<file path="src/rtl/fb_readback_tx.sv">
// fb_readback_tx: streams a finished frame buffer to the host over the UART
// byte interface. It sends a 4-byte little-endian pixel count, then each pixel
// as 3 bytes, LSB first. It owns the frame-buffer read port while busy.
module fb_readback_tx #(
  parameter int NUM_PIXELS = 307200,
  parameter int ADDR_W     = 21,
  parameter int PIX_W      = 24,
  parameter int RD_LAT     = 1
) (
  input  logic              clk,
  input  logic              reset,
  input  logic              start,
  input  logic              transmit_en,
  input  logic [PIX_W-1:0]  pixel_rgb,
  input  logic              tx_done,
  output logic              read_fb,
  output logic [ADDR_W-1:0] fb_addr,
  output logic              trmt,
  output logic [7:0]        tx_data,
  output logic              busy,
  output logic              done
);

  typedef enum logic [2:0] {
    S_IDLE,
    S_HDR,
    S_FETCH,
    S_RDWAIT,
    S_SEND,
    S_FIN,
    S_DRAIN
  } state_t;

  localparam logic [31:0]       HDR_WORD = 32'(NUM_PIXELS);
  localparam logic [ADDR_W-1:0] LAST_IDX = ADDR_W'(NUM_PIXELS - 1);
  localparam logic [1:0]        LAT_MAX  = 2'(RD_LAT);

  state_t             r_state,    w_state;
  logic               r_busy,     w_busy;
  logic [ADDR_W-1:0]  r_fb_addr,  w_fb_addr;
  logic               r_trmt,     w_trmt;
  logic [7:0]         r_tx_data,  w_tx_data;
  logic               r_done,     w_done;
  logic [ADDR_W-1:0]  r_idx,      w_idx;
  logic [1:0]         r_byte_cnt, w_byte_cnt;
  logic               r_inflight, w_inflight;
  logic [1:0]         r_gap,      w_gap;
  logic [1:0]         r_lat,      w_lat;
  logic [PIX_W-1:0]   r_shift,    w_shift;

  logic               w_byte_ok;
  logic               w_abort;
  logic [1:0]         w_nxt_cnt;

  // State and output registers; every output is registered.
  always_ff @(posedge clk) begin
    if (reset) begin
      r_state    <= S_IDLE;
      r_busy     <= 1'b0;
      r_fb_addr  <= '0;
      r_trmt     <= 1'b0;
      r_tx_data  <= '0;
      r_done     <= 1'b0;
      r_idx      <= '0;
      r_byte_cnt <= '0;
      r_inflight <= 1'b0;
      r_gap      <= '0;
      r_lat      <= '0;
      r_shift    <= '0;
    end else begin
      r_state    <= w_state;
      r_busy     <= w_busy;
      r_fb_addr  <= w_fb_addr;
      r_trmt     <= w_trmt;
      r_tx_data  <= w_tx_data;
      r_done     <= w_done;
      r_idx      <= w_idx;
      r_byte_cnt <= w_byte_cnt;
      r_inflight <= w_inflight;
      r_gap      <= w_gap;
      r_lat      <= w_lat;
      r_shift    <= w_shift;
    end
  end

  // Next-state logic: byte handshake, pixel fetch/latch, frame sequencing, abort.
  always_comb begin
    w_state    = r_state;
    w_busy     = r_busy;
    w_fb_addr  = r_fb_addr;
    w_trmt     = 1'b0;
    w_tx_data  = r_tx_data;
    w_done     = 1'b0;
    w_idx      = r_idx;
    w_byte_cnt = r_byte_cnt;
    w_inflight = r_inflight;
    w_gap      = r_gap;
    w_lat      = r_lat;
    w_shift    = r_shift;
    w_nxt_cnt  = r_byte_cnt + 2'd1;

    // tx_done is ignored for two cycles after trmt, since the UART may still
    // be showing the previous byte's done level.
    w_byte_ok = r_inflight && (r_gap == 2'd0) && tx_done;
    if (r_inflight && (r_gap != 2'd0)) begin
      w_gap = r_gap - 2'd1;
    end

    w_abort = !transmit_en &&
              ((r_state == S_HDR) || (r_state == S_FETCH) ||
               (r_state == S_RDWAIT) || (r_state == S_SEND));

    case (r_state)
      S_IDLE: begin
        if (start && transmit_en) begin
          w_state    = S_HDR;
          w_busy     = 1'b1;
          w_idx      = '0;
          w_byte_cnt = '0;
          w_inflight = 1'b0;
        end
      end

      S_HDR: begin
        if (w_abort) begin
          w_state = S_DRAIN;
        end else if (!r_inflight) begin
          w_trmt     = 1'b1;
          w_tx_data  = HDR_WORD[{r_byte_cnt, 3'b000} +: 8];
          w_inflight = 1'b1;
          w_gap      = 2'd2;
        end else if (w_byte_ok) begin
          if (r_byte_cnt == 2'd3) begin
            w_state    = S_FETCH;
            w_byte_cnt = '0;
            w_inflight = 1'b0;
          end else begin
            // Next byte goes out the cycle right after completion.
            w_byte_cnt = w_nxt_cnt;
            w_trmt     = 1'b1;
            w_tx_data  = HDR_WORD[{w_nxt_cnt, 3'b000} +: 8];
            w_gap      = 2'd2;
          end
        end
      end

      S_FETCH: begin
        if (w_abort) begin
          w_state = S_DRAIN;
        end else begin
          w_fb_addr = r_idx;
          w_lat     = '0;
          w_state   = S_RDWAIT;
        end
      end

      S_RDWAIT: begin
        if (w_abort) begin
          w_state = S_DRAIN;
        end else if (r_lat == LAT_MAX) begin
          w_shift    = pixel_rgb;
          w_state    = S_SEND;
          w_byte_cnt = '0;
          w_inflight = 1'b0;
        end else begin
          w_lat = r_lat + 2'd1;
        end
      end

      S_SEND: begin
        if (w_abort) begin
          w_state = S_DRAIN;
        end else if (!r_inflight) begin
          w_trmt     = 1'b1;
          w_tx_data  = r_shift[7:0];
          w_shift    = r_shift >> 8;
          w_inflight = 1'b1;
          w_gap      = 2'd2;
        end else if (w_byte_ok) begin
          if (r_byte_cnt == 2'd2) begin
            w_inflight = 1'b0;
            w_byte_cnt = '0;
            if (r_idx == LAST_IDX) begin
              w_state = S_FIN;
              w_done  = 1'b1;
            end else begin
              w_idx   = r_idx + ADDR_W'(1);
              w_state = S_FETCH;
            end
          end else begin
            w_byte_cnt = w_nxt_cnt;
            w_trmt     = 1'b1;
            w_tx_data  = r_shift[7:0];
            w_shift    = r_shift >> 8;
            w_gap      = 2'd2;
          end
        end
      end

      S_FIN: begin
        w_state   = S_IDLE;
        w_busy    = 1'b0;
        w_fb_addr = '0;
        w_idx     = '0;
      end

      S_DRAIN: begin
        if (!r_inflight || w_byte_ok) begin
          w_state    = S_IDLE;
          w_busy     = 1'b0;
          w_inflight = 1'b0;
          w_byte_cnt = '0;
          w_fb_addr  = '0;
          w_idx      = '0;
        end
      end

      default: begin
        w_state = S_IDLE;
        w_busy  = 1'b0;
      end
    endcase
  end

  assign read_fb = r_busy;
  assign busy    = r_busy;
  assign fb_addr = r_fb_addr;
  assign trmt    = r_trmt;
  assign tx_data = r_tx_data;
  assign done    = r_done;

endmodule

</file>
<file path="config.mk">
export PLATFORM = sky130hd
export DESIGN_NAME = fb_readback_tx
export DESIGN_NICKNAME = d
export VERILOG_FILES = /design/src/rtl/fb_readback_tx.sv
export SDC_FILE = /design/constraint.sdc
export NUM_CORES = 1
export LEC_CHECK = 0
export BUFFER_PORTS_ARGS = -buffer_cell sky130_fd_sc_hd__buf_4
export CORE_MARGIN = 3
export CORE_UTILIZATION = 57
export CTS_CLUSTER_SIZE = 28
export DETAILED_ROUTE_END_ITERATION = 10
export PLACE_DENSITY = 0.85
export SLEW_MARGIN = 20
export SYNTH_ARGS = -nofsm -noshare
export SYNTH_HDL_FRONTEND = slang
export SYNTH_SLANG_ARGS = --single-unit
</file>
<file path="constraint.sdc">
create_clock -name clk -period 2.5 [get_ports clk]
set_input_delay 0.125 -clock clk [delete_from_list [all_inputs] [get_ports clk]]
set_output_delay 0.125 -clock clk [all_outputs]
set_load 0.02 [all_outputs]
</file>
==> impl_metrics.csv, run 1 <==
group,metric,value,unit
sta,max_slew_margin,54.6,%
worst_setup_path,setup.worst_path.start_class,"flop",
synth,yosys-mux-area-fraction,3.95,%
sta,finClkSkew,0.00824,ns
synth,synth-warning-count,0,
routing,first_iter_violations,370,
layout,syn2layout_area_growth,18.4,%
layout,final_util,70.9,%
clock_network,clk_pin_slew,0.09,ns
sta,fin_crit_sh,100,%
worst_setup_path,critical_path_class,"reg -> reg",
synth,synth-xor-area-share,0.198,%
placed_design,place_ws,0.126,ns
clock_network,root_buffer,"clkbuf_8",
global_route,grt_pass1_wl,18500,um
synth,seq_area_frac_synth,39.3,%
pwr,p_leak,1.86,nW
status,status,"finished with violations",
synth,yosys.area_share.simple,31.1,%
synth,synth_compound_area_share,17.5,%
sta,hold_viol,0,
placed_design,io_buffers,61,
clock_network,h-tree-depth,3,
synth,synthAdderAreaFrac,1.98,%
synth,ys_ff_latch,87,
routing,wl_per_cell,16.0,um
clock_network,clk_latency,0.36,ns
routing,postRouteAntennaNets,0,
clock_network,cts_sinks,87,
worst_setup_path,worst-r2r-setup-slack,-0.006,ns
worst_setup_path,crit_fanout,13,
sta,fin_ws,-0.00558,ns
layout,layout.nets,637,
routing,vias_per_cell,6.21,
global_route,met1_usage,36.0,%
global_route,grt_use_met3,4.17,%
synth,syn_nets,585,
worst_setup_path,crit_end,"r_idx[3]",
clock_network,clk_path_buf_depth,2,
floorplanning,die_x,94.2,um
pwr,power.density,770,nW/um2
global_route,grt_pass1_vias,3915,
global_route,grt.total_usage,25.6,%
floorplanning,start_util,59.9,%
sta,timing.final.max_slew_violations,0,
worst_setup_path,rr_worst_depth,7,
floorplanning,ios,62,
hold_path,hold_class,"in -> reg",
status,violations,"setup timing",
worst_setup_path,worstSetupStartpoint,"r_inflight",
floorplanning,rows,31,
clock_network,cts_tree,"yes",
layout,fillers,560,
pwr,peakVddDrop,0.000475,V
clock_network,cts_buffers,9,
global_route,top_usage_layer,"met2",
routing,post-route-drc-count,0,
worst_setup_path,end_kind,"flop",
placed_design,placedCellCount,685,
run,max_cap_viol_count,0,
worst_setup_path,arrival,2.78,ns
layout,fin_cells,705,
synth,synth_ff_type,"dfxtp_1",
routing,vias,4380,
floorplanning,die_h,94.2,um
placed_design,dp_hpwl,7480,um
placed_design,post_dp_cell_area,4980,um2
placed_design,place_congestion,0.903,
clock_network,hold_buffers,0,
sta,tightestPinTransition,0.681,ns
sta,fmax,0.399,GHz
layout,fin_area,5250,um2
synth,synth_area_per_cell,8.08,um2
routing,dr.pass1.iters,5,
layout,diodes,0,
sta,final-setup-viol-count,1,
global_route,overflow,0,
global_route,use_met2,40.2,%
sta,layout_min_cycle_time,2.51,ns
synth,synthArstFlopShare,0,%
synth,synth_edf_count,0,
layout,layout-drive-gt1-share,19.6,%
synth,ys_types,66,
floorplanning,fp.dieArea,8870,um2
worst_setup_path,worstReg2RegStart,"r_inflight",
worst_setup_path,required,2.78,ns
hold_path,min-delay-start,"pixel_rgb[15]",
worst_setup_path,reg2reg_to,"r_idx[3]",
global_route,antenna_found_initial,0,
routing,wl,11300,um
synth,netlist_instances,549,
global_route,grt_start_max_net_pins,67,
synth,synth.cell_area,4430,um2
synth,synth_top_family_by_area,"simple AND/OR/NAND/NOR gates",
floorplanning,coreArea,7410,um2
final cells by class:
class | instances | area (um2) | share of cell area [%]
Clock buffer | 9 | 124 | 2.36
Inverter | 14 | 52.6 | 1.00
Tap cell | 99 | 124 | 2.36
Timing Repair Buffer | 86 | 671 | 12.8
Multi-Input combinational cell | 403 | 2430 | 46.4
Sequential cell | 87 | 1740 | 33.2
Clock inverter | 7 | 103 | 1.95
per-layer routing:
metal | up-vias | routed length (um)
met5 | - | 0
met4 | 0 | 170
met3 | 22 | 795
met2 | 195 | 5290
met1 | 2060 | 5020
li1 | 2103 | -
repair_timing:
item / CTS / global route
buffers inserted: 0 / 4
setup endpoints to repair: 0 / 8
resized for setup: 0 / 1
worst max-delay path, stage by stage, from the launching register on:
cell and delay, ns:
dfxtp_1 0.61, nand4_1 0.29, nor2_1 0.27, nor4_4 0.07, buf_4 0.18, buf_4 0.14, or4_2 0.66, a21oi_1 0.20
Yosys cell counts (2+ instances only):
cell type	instances	area share, %
a211oi_1	2	0.34
a21oi_1	56	6.3
a22oi_1	3	0.51
a2bb2oi_1	2	0.40
a311oi_1	16	3.2
a31o_2	2	0.40
a31oi_1	2	0.28
and2_0	6	0.85
and2_1	2	0.28
and3_1	3	0.42
buf_2	8	0.90
buf_6	3	0.76
clkbuf_1	31	2.6
dfxtp_1	87	39
ha_1	7	2.0
inv_1	14	1.2
mux2i_1	16	3.6
nand2_1	83	7.0
nand2b_1	8	1.1
nand3_1	15	1.7
nand3b_1	7	1.2
nand4_1	27	3.8
nand4b_1	2	0.40
nand4bb_1	2	0.51
nor2_1	41	3.5
nor2b_1	5	0.71
nor3_1	5	0.56
nor3_2	2	0.45
nor3b_1	2	0.34
nor4_1	10	1.4
nor4b_1	2	0.40
o211ai_1	2	0.34
o21ai_0	12	1.4
o22ai_1	2	0.28
o31ai_1	13	2.2
or2_0	5	0.71
or3_1	3	0.42
or4_1	10	1.7
or4_2	4	0.79
sequential cells by signal, indices dropped and copies added, names as in the netlist:
register and count:
busy 1, done 1, fb_addr 21, r_byte_cnt 2
r_gap 2, r_idx 21, r_inflight 1, r_lat 2
r_shift 24, r_state 3, trmt 1, tx_data 8
metrics by stage:
step	setup TNS, ns	power [mW]	hold slack [ns]
global route	-0.0348	4.25	0.0293
CTS	0	3.96	0.0244
detailed placement	0	2.85	0.412
finish	-0.00558	4.04	0.0322
floorplan	0	2.50	0.287
global placement	0	2.81	0.406
report_power, final:
group / switching (mW) / internal, mW
Combinational: 0.769 / 0.533
Clock: 0.550 / 0.577
Sequential: 0.131 / 1.48
Total: 1.45 / 2.59
logic make-up (layout without fill, tap and decap cells):
family | Yosys count | after routing
multiplexers | 17 | 17
AO/OA/AOI/OAI | 122 | 122
flip-flops | 87 | 87
buffers and inverters | 59 | 116
AND/OR/NAND/NOR | 256 | 256
XOR/XNOR | 1 | 1
adder cells (fa/ha/maj) | 7 | 7
layout by cell type (no fill, tap or decap), drive strengths merged, types with 8 or more instances in the layout:
cell,instances
nand2,83
a21oi,56
inv,17
dfxtp,87
mux2i,16
nand3,15
nor2,42
and2,8
buf,86
o31ai,13
nor3,8
nand4,28
or4,15
a311oi,16
nor4,11
o21ai,12
clkbuf,9
nand2b,8
worst min path at each step:
stage | endpoint | cells after the start | slack (ns)
finish | r_shift[15] | 3 | 0.03
floorplan | r_shift[0] | 2 | 0.29
global route | r_shift[14] | 3 | 0.03
CTS | r_shift[15] | 3 | 0.02
detailed placement | r_shift[15] | 3 | 0.41
global placement | r_shift[6] | 3 | 0.41
(Power assumes the default switching activity.)
==> run 2: changes to the inputs <==
Settings changed: CORE_UTILIZATION 57 to 60, PLACE_DENSITY 0.85 to 0.89.
Clock period 2.5 ns to 2.95 ns, I/O delays scaled along.
==> impl_metrics.csv, run 2 (synthesis gave the netlist of run 1 again) <==
group,metric,value,unit
worst_setup_path,required,3.21,ns
sta,timing.final.max_slew_violations,0,
global_route,grt_pass1_wl,17600,um
layout,final_util,73.0,%
floorplanning,rows,30,
routing,first_iter_violations,368,
hold_path,min-delay-start,"pixel_rgb[10]",
layout,fillers,547,
run,max_cap_viol_count,0,
floorplanning,die_h,92.0,um
sta,hold-worst-slack,0.0585,ns
layout,layout-drive-gt1-share,17.8,%
pwr,peakVddDrop,0.000352,V
global_route,grt_start_max_net_pins,68,
worst_setup_path,slowest_stage,"dfxtp_1",
placed_design,place_congestion,0.946,
worst_setup_path,crit_buf_inv,1,
routing,post-route-drc-count,0,
floorplanning,start_util,63.5,%
worst_setup_path,end_kind,"flop",
clock_network,clk_pin_slew,0.09,ns
clock_network,cts_buffers,9,
hold_path,whs_path_depth,3,
sta,fin_crit_sh,82.3,%
pwr,p_leak,1.77,nW
floorplanning,die_x,92.0,um
hold_path,hold_class,"in -> reg",
layout,largest-register,"r_shift",
pwr,total_power,3.21,mW
hold_path,min_to,"r_shift[10]",
routing,wl_per_cell,15.4,um
clock_network,cts_sinks,87,
routing,postRouteAntennaNets,0,
clock_network,h-tree-depth,3,
layout,layout_commonest_cell,"dfxtp_1",
global_route,overflow,0,
worst_setup_path,crit_fanout,40,
clock_network,cts_setup_buffers,0,
sta,rsz0062_at_grt,"false",
clock_network,hold_buffers,0,
worst_setup_path,rr_worst_depth,6,
clock_network,ctsResizeCount,0,
routing,vias,4170,
clock_network,clk_latency,0.36,ns
placed_design,dp_hpwl,7000,um
clock_network,cts_tree,"yes",
placed_design,place_ws,0.583,ns
worst_setup_path,worstReg2RegStart,"r_state[2]",
worst_setup_path,critical_path_class,"reg -> reg",
layout,syn2layout_area_growth,15.0,%
layout,diodes,0,
floorplanning,coreArea,6980,um2
sta,tightestPinTransition,0.727,ns
layout,largest_reg_flops,24,
global_route,grt.total_usage,25.1,%
sta,finClkSkew,0.00744,ns
routing,vias_per_cell,6.04,
sta,layout_min_cycle_time,2.43,ns
worst_setup_path,max_stage_delay,0.73,ns
status,status,"completed",
global_route,antenna_found_initial,0,
sta,hold_viol,0,
sta,max_slew_margin,51.5,%
floorplanning,fp.dieArea,8460,um2
routing,wl,10600,um
worst_setup_path,worst-r2r-setup-slack,0.52,ns
pwr,power.density,629,nW/um2
worst_setup_path,reg2reg_to,"r_shift[7]",
routing,dr.pass1.iters,5,
sta,fmax,0.412,GHz
worst_setup_path,cp_cell_sequence,"or3b_1 -> a21oi_1 -> o21a_1 -> buf_4 -> nor2_1 -> a311oi_1",
layout,final_cell_mix,"87 x dfxtp_1, 83 x nand2_1, 74 x buf_4",
sta,final-setup-viol-count,0,
placed_design,io_buffers,61,
layout,layout.nets,625,
sta,fin_ws,0.523,ns
sta,tns,0,ns
clock_network,clk_path_buf_depth,2,
clock_network,root_buffer,"clkbuf_8",
floorplanning,ios,62,
worst_setup_path,setup.worst_path.start_class,"flop",
global_route,grt_pass1_vias,3728,
worst_setup_path,arrival,2.69,ns
worst_setup_path,cp_top_family,"flip-flops",
run 2: cell count changes in the layout (fill, tap and decap cells not counted), sizes merged:
cell      delta
inv          -2
buf         -12
clkinv       +1
bufinv       -1
clkinvlp     +2
run 2: metal layers:
| metal | wire [um] | part of all wire, % | global-route usage [%] |
|---|---|---|---|
| met1 | 4770 | 45 | 35.4 |
| met2 | 4920 | 46 | 38.6 |
| met3 | 837 | 7.9 | 5.00 |
| met4 | 106 | 1.0 | 7.80 |
| met5 | 0 | 0 | 0 |
run 2: worst max-delay path by stage:
stage                        from          to  slack, ns  depth (start not counted)
floorplan           r_byte_cnt[0]   r_idx[13]       0.88                          8
global placement       r_state[1]    r_idx[8]       0.64                          6
detailed placement     r_state[2]  r_shift[7]       0.58                          6
CTS                      r_gap[1]    r_idx[8]       0.56                          8
global route           r_state[1]  r_shift[7]       0.33                          6
finish                 r_state[2]  r_shift[7]       0.52                          6
run 2: final cells by class:
cell class / instances / area (um2) / share of cell area [%]
multi-input combinational: 403 / 2430 / 47.7
sequential: 87 / 1740 / 34.2
timing repair buffer: 74 / 556 / 10.9
clock buffer: 9 / 124 / 2.43
tap: 96 / 120 / 2.36
clock inverter: 7 / 72.6 / 1.42
inverter: 14 / 52.6 / 1.03
run 2: worst reg2reg max path: cells and delay by family (launching register included):
family / cells / cell delay (ns)
DFF: 1 / 0.73
and+or+nand+nor: 2 / 0.64
buffers and inverters: 1 / 0.37
AOI/OAI and AO/OA: 3 / 0.58
run 2: stage by stage:
| step | area, um2 | cells |
|---|---|---|
| detailed placement | 4900 | 674 |
| floorplan | 4430 | 549 |
| global route | 5100 | 690 |
| global placement | 4900 | 674 |
| finish | 5100 | 690 |
| CTS | 5100 | 690 |
run 2: power by group:
part / internal (mW) / leakage, nW / switching [mW]
combinational: 0.381 / 0.971 / 0.588
clock: 0.393 / 0.0956 / 0.444
sequential: 1.26 / 0.702 / 0.144
